===== src/rtl/cpc_boot_pkg.sv =====
// rtl/cpc_boot_pkg.sv - shared types and constants for the host boot-data feeder
// Purpose: FSM state encoding and word/checksum geometry used by the feeder
//          top module and its byte packer.
// Ports:   none (package).
package cpc_boot_pkg;

  localparam int BYTES_PER_WORD = 4;
  localparam int IDX_W          = $clog2(BYTES_PER_WORD);
  localparam int CHECKSUM_W     = 16;

  typedef enum logic [2:0] {
    ST_IDLE   = 3'd0,
    ST_FILL   = 3'd1,
    ST_REQ    = 3'd2,
    ST_ACK_LO = 3'd3,
    ST_DONE   = 3'd4
  } state_t;

endpackage


===== src/rtl/bootdata_packer.sv =====
// rtl/bootdata_packer.sv - packs a byte stream little-endian into 32-bit words
// Purpose: byte index counter plus the 32-bit insert register; byte 0 of each
//          word lands in word[7:0].
// Ports:
//   clk, rst   core clock, asynchronous active-high reset
//   clr        synchronous clear of index and word (new load)
//   byte_in    byte to insert
//   byte_we    insert byte_in at the current index this cycle
//   word       packed word (held until bytes of the next word overwrite it)
//   word_full  the byte written this cycle completes the word
module bootdata_packer
  import cpc_boot_pkg::*;
(
  input  logic        clk,
  input  logic        rst,
  input  logic        clr,
  input  logic [7:0]  byte_in,
  input  logic        byte_we,
  output logic [31:0] word,
  output logic        word_full
);

  logic [IDX_W-1:0] idx;

  assign word_full = byte_we && (idx == IDX_W'(BYTES_PER_WORD - 1));

  // The index wraps naturally from 3 back to 0, so no explicit reset
  // after a full word is needed.
  always_ff @(posedge clk or posedge rst) begin
    if (rst) begin
      idx  <= '0;
      word <= '0;
    end else if (clr) begin
      idx  <= '0;
      word <= '0;
    end else if (byte_we) begin
      word[{idx, 3'b000} +: 8] <= byte_in;
      idx                      <= idx + 1'b1;
    end
  end

endmodule


===== src/rtl/host_bootdata_feeder.sv =====
// rtl/host_bootdata_feeder.sv - host-side initiator of the ROM boot-data handshake
// Purpose: takes the MCU byte stream, packs it into 32-bit words and offers each
//          word to memory with a 4-phase req/ack handshake; flags completion
//          after ROM_BYTES bytes.
// Optional feature macro: BOOTDATA_CHECKSUM_EN adds a 16-bit byte-sum output.
// Ports:
//   clk, rst            core clock, asynchronous active-high reset
//   start               pulse: clear counters and begin (or restart) a load
//   byte_in/byte_valid  stream byte and its valid
//   byte_ready          feeder accepts a byte this cycle
//   host_bootdata       packed word offered to memory
//   host_bootdata_req   word offer (level)
//   host_bootdata_ack   memory acknowledge (level)
//   load_busy           load in progress
//   load_done           image delivered; sticky until start or rst
//   checksum            modulo-2^16 sum of accepted bytes (macro builds only)
module host_bootdata_feeder
  import cpc_boot_pkg::*;
#(
  parameter int ROM_BYTES = 49152,
  parameter int CNT_W     = 18
) (
  input  logic        clk,
  input  logic        rst,
  input  logic        start,
  input  logic [7:0]  byte_in,
  input  logic        byte_valid,
  output logic        byte_ready,
  output logic [31:0] host_bootdata,
  output logic        host_bootdata_req,
  input  logic        host_bootdata_ack,
  output logic        load_busy,
  output logic        load_done
`ifdef BOOTDATA_CHECKSUM_EN
  ,
  output logic [CHECKSUM_W-1:0] checksum
`endif
);

  localparam logic [CNT_W-1:0] WORDS = CNT_W'(ROM_BYTES / BYTES_PER_WORD);

  state_t           state, state_nxt;
  logic [CNT_W-1:0] word_cnt;
  logic             accept;
  logic             word_full;

  // A start in the same cycle as a byte handshake discards that byte.
  assign accept = byte_valid && (state == ST_FILL) && !start;

  bootdata_packer u_packer (
    .clk       (clk),
    .rst       (rst),
    .clr       (start),
    .byte_in   (byte_in),
    .byte_we   (accept),
    .word      (host_bootdata),
    .word_full (word_full)
  );

  always_ff @(posedge clk or posedge rst) begin
    if (rst) state <= ST_IDLE;
    else     state <= state_nxt;
  end

  // An abort while a handshake may be open parks in ACK_LO so a new req
  // is only raised after ack has been seen low.
  always_comb begin
    state_nxt         = state;
    byte_ready        = 1'b0;
    host_bootdata_req = 1'b0;
    load_busy         = 1'b0;
    load_done         = 1'b0;
    case (state)
      ST_IDLE: begin
        if (start) state_nxt = ST_FILL;
      end
      ST_FILL: begin
        byte_ready = 1'b1;
        load_busy  = 1'b1;
        if (start)                      state_nxt = ST_ACK_LO;
        else if (accept && word_full)   state_nxt = ST_REQ;
      end
      ST_REQ: begin
        host_bootdata_req = 1'b1;
        load_busy         = 1'b1;
        if (start || host_bootdata_ack) state_nxt = ST_ACK_LO;
      end
      ST_ACK_LO: begin
        load_busy = 1'b1;
        if (!start && !host_bootdata_ack)
          state_nxt = (word_cnt == WORDS) ? ST_DONE : ST_FILL;
      end
      ST_DONE: begin
        load_done = 1'b1;
        if (start) state_nxt = ST_FILL;
      end
      default: state_nxt = ST_IDLE;
    endcase
  end

  // Start wins over a simultaneous ack, so that ack is never counted.
  always_ff @(posedge clk or posedge rst) begin
    if (rst) begin
      word_cnt <= '0;
    end else if (start) begin
      word_cnt <= '0;
    end else if (state == ST_REQ && host_bootdata_ack && word_cnt != WORDS) begin
      word_cnt <= word_cnt + 1'b1;
    end
  end

`ifdef BOOTDATA_CHECKSUM_EN
  always_ff @(posedge clk or posedge rst) begin
    if (rst) begin
      checksum <= '0;
    end else if (start) begin
      checksum <= '0;
    end else if (accept) begin
      checksum <= checksum + {{(CHECKSUM_W - 8){1'b0}}, byte_in};
    end
  end
`endif

endmodule


===== config.mk =====
export PLATFORM = sky130hd
export DESIGN_NAME = host_bootdata_feeder
export DESIGN_NICKNAME = d
export VERILOG_FILES = /design/src/rtl/cpc_boot_pkg.sv /design/src/rtl/bootdata_packer.sv /design/src/rtl/host_bootdata_feeder.sv
export SDC_FILE = /design/constraint.sdc
export NUM_CORES = 1
export LEC_CHECK = 0
export BUFFER_PORTS_ARGS = -buffer_cell sky130_fd_sc_hd__buf_4
export CAP_MARGIN = 30
export CORE_MARGIN = 2
export CORE_UTILIZATION = 55
export CTS_BUF_LIST = sky130_fd_sc_hd__clkbuf_8 sky130_fd_sc_hd__clkbuf_16
export CTS_CLUSTER_DIAMETER = 30
export DETAILED_ROUTE_END_ITERATION = 12
export PLACE_DENSITY_LB_ADDON = 0.15
export SLEW_MARGIN = 20
export SYNTH_ARGS = -nofsm -noshare
export SYNTH_HDL_FRONTEND = slang
export SYNTH_HIERARCHICAL = 1
export SYNTH_SLANG_ARGS = --single-unit

===== constraint.sdc =====
create_clock -name clk -period 2.8 [get_ports clk]
set_input_delay 0.56 -clock clk [delete_from_list [all_inputs] [get_ports clk]]
set_output_delay 0.56 -clock clk [all_outputs]
set_load 0.02 [all_outputs]

==> results.cfg <==
[sta]
setup_violations = 0
min_period_ns = 2.19
max_freq_mhz = 457
slew_viol_final = 0
grt_setup_unrepaired = false
setup_tns_ns = 0
hold_violations = 0
tightestPinTransition_ns = 0.806
finalClockSkew_ns = 0.00597
finalCritPeriodShare_pct = 78.1
setup_slack_ns = 0.612
max-slew-margin-rel_pct = 46.3

[clock_tree]
hold_buffers = 0
worstSkewPairLatency_ns = 0.30
clockRootBuffer = clkbuf_8
cts_resized = 0
clock-sinks = 55
path_clk_slew_ns = 0.09
clk_path_buf_depth = 2
numCtsBuffers = 5
cts_tree = done
cts_htree_levels = 2
cts_setup_buffers = 0

[synth]
synth.avg_cell_area_um2 = 10.9
ys_types = 50
synthCells = 271
async_flop_share_pct = 100
synth-edff-count = 0
synth_ff_type = dfrtp_1
ys_ff_latch = 55
ys_warn_count = 6
yosysSeqAreaShare_pct = 46.7
syn-cell-area_um2 = 2940
syn_nets = 291

[place]
place_ws_ns = 0.542
port_buffers = 48
gp_congestion = 0.852
dp_hpwl_um = 4540

[setup_path]
cpPeakStageDelay_ns = 0.55
path_max_fanout = 13
critPathTopFamily = flip-flops
cp_slowest_cell = dfrtp_1
critical_path.cell_chain = or3b_1, clkinv_4, buf_4
crit_path_end_kind = output pin
arrival_ns = 1.63
critPathLaunchType = flop
crit_type = reg2out
r2r_start = state[1]$_DFFE_PP0P_
crit_buf_inv = 2
cp.required_ns = 2.24
cp-startpoint = state[1]$_DFFE_PP0P_

[hold_path]
hold_class = in2async

[floorplanning]
coreArea_um2 = 5140
dieArea_um2 = 5950
die_w_um = 77.2
num_io_pins = 49
rows = 26
start_util_pct = 57.3
die_h_um = 77.2

[drt]
dr.pass1.iters = 5
drtAntennaViolNets = 0
routedWlPerCell_um = 17.0
route.vias.total = 2329
top_layer_used = met4
drt_iter0_drc = 197
drc_errors = 0
met1Wirelength_um = 3260
drt_wl_total_um = 6460
dr_wl_met3_um = 298
wl_met2_um = 2840
routed_via_density = 6.11

[grt]
grt_pass1_vias = 2140
grt_max_degree = 35
grt_overflow = 0
antenna_found_initial = 0
grt_pass1_wl_um = 11100
track_usage_pct = 23.1

[run]
maxCapViolations = 0

[power_and_ir_drop]
peakVddDrop_mv = 0.283
p_per_area_nw_per_um2 = 475
p_leak_nw = 1.48

[status]
status = finished clean

[finish]
synthToLayoutAreaGrowth_pct = 15.1
fin_nets = 331
drive_gt1_share_pct = 25.4
diodes = 0
==> placed cells by master (no fill, tap or decap), drive strengths merged, types with 2 or more instances in the layout <==
master   count
dfrtp       55
buf         54
nor2        24
nand4       17
a32o        16
o2bb2ai     16
a21oi       13
and2        10
xor2         9
o21ai        9
inv          8
nand4b       8
nand2        7
nor4         7
ha           7
nand3        6
or3          6
clkbuf       6
and3         3
nor3         2
or3b         2
nor3b        2
or2          2
xnor2        2
mux2i        2
nor2b        2
clkinv       2
==> sequential cells by signal, summed over array words and instances, names as in the netlist <==
name,count
u_packer/word,32
state,3
u_packer/idx,2
word_cnt,18
==> worst register-to-register path: stages, from the launching register on <==
cell	delay [ns]
dfrtp_1	0.55
or3b_1	0.54
clkinv_4	0.10
and3_4	0.22
o21ai_4	0.09
or4_1	0.41
a21oi_1	0.15
==> cell type report <==
type	count	area, µm²
clock buffers	6	82.6
clock inverters	1	5.00
fillers	442	1750
inverters	9	38.8
multi-input cells	186	1390
flip-flops and latches	55	1380
well taps	70	87.6
repair buffers	54	405
==> where the power goes <==
| part | internal, W | switching, W |
|---|---|---|
| logic | 0.000123 | 0.000192 |
| registers | 0.000817 | 0.0000423 |
| clock network | 0.000195 | 0.000240 |
| total | 0.00113 | 0.000474 |
==> routing by layer <==
metal,vias up,track usage (%)
met4,0,6.96
met1,1164,37.8
li1,1093,-
met3,5,3.18
met2,67,31.4
met5,-,0
==> worst paths after layout <==
check	end	slack, ns	cells after the start
worst max-delay path	host_bootdata_req	0.61	3
worst min-delay path	u_packer/word[1]$_DFFE_PP0P_	0.30	2
worst max register to register	word_cnt[10]$_DFFE_PP0P_	0.67	6
worst min register to register	u_packer/word[28]$_DFFE_PP0P_	0.50	1
max in group asynchronous	word_cnt[8]$_DFFE_PP0P_	1.89	2
min in group clk	u_packer/word[28]$_DFFE_PP0P_	0.50	1
==> metrics by stage <==
step	cell area [µm²]	cells	hold WS, ns	total power [W]	utilization (%)
6_report	3390	381	0.297	0.00161	65.9
4_1_cts	3390	381	0.311	0.00162	65.9
3_3_place_gp	3300	374	0.477	0.00118	64.2
5_1_grt	3390	381	0.327	0.00170	65.9
3_5_place_dp	3300	374	0.481	0.00119	64.2
2_1_floorplan	2940	271	0.506	0.00110	-
==> synthesized netlist by cell type (4+ instances only) <==
master	instances	area (µm²)
o2bb2ai_2	8	120
xor2_1	9	78.8
o21ai_0	8	40.0
nor4_1	7	43.8
nor2_1	24	90.1
or3_1	6	37.5
buf_6	4	45.0
inv_1	8	30.0
dfrtp_1	55	1380
buf_2	6	30.0
a32o_1	16	160
nand4b_1	8	70.1
a21oi_1	11	55.1
nand2_1	7	26.3
clkbuf_1	8	30.0
nand3_1	6	30.0
o2bb2ai_1	6	52.6
and2_1	10	62.6
ha_1	7	87.6
nand4_1	17	106
==> kinds of logic (layout without fill, tap and decap cells) <==
logic type | count (synthesis) | count (layout) | share of synthesized area [%]
simple gates | 102 | 102 | 20.0
compound gates | 63 | 63 | 20.0
flops | 55 | 55 | 46.7
buf+inv | 30 | 70 | 5.95
xor+xnor | 11 | 11 | 3.27
fa+ha+maj | 7 | 7 | 2.97
mux | 3 | 3 | 1.06
Power figures use the tool's default switching activity.
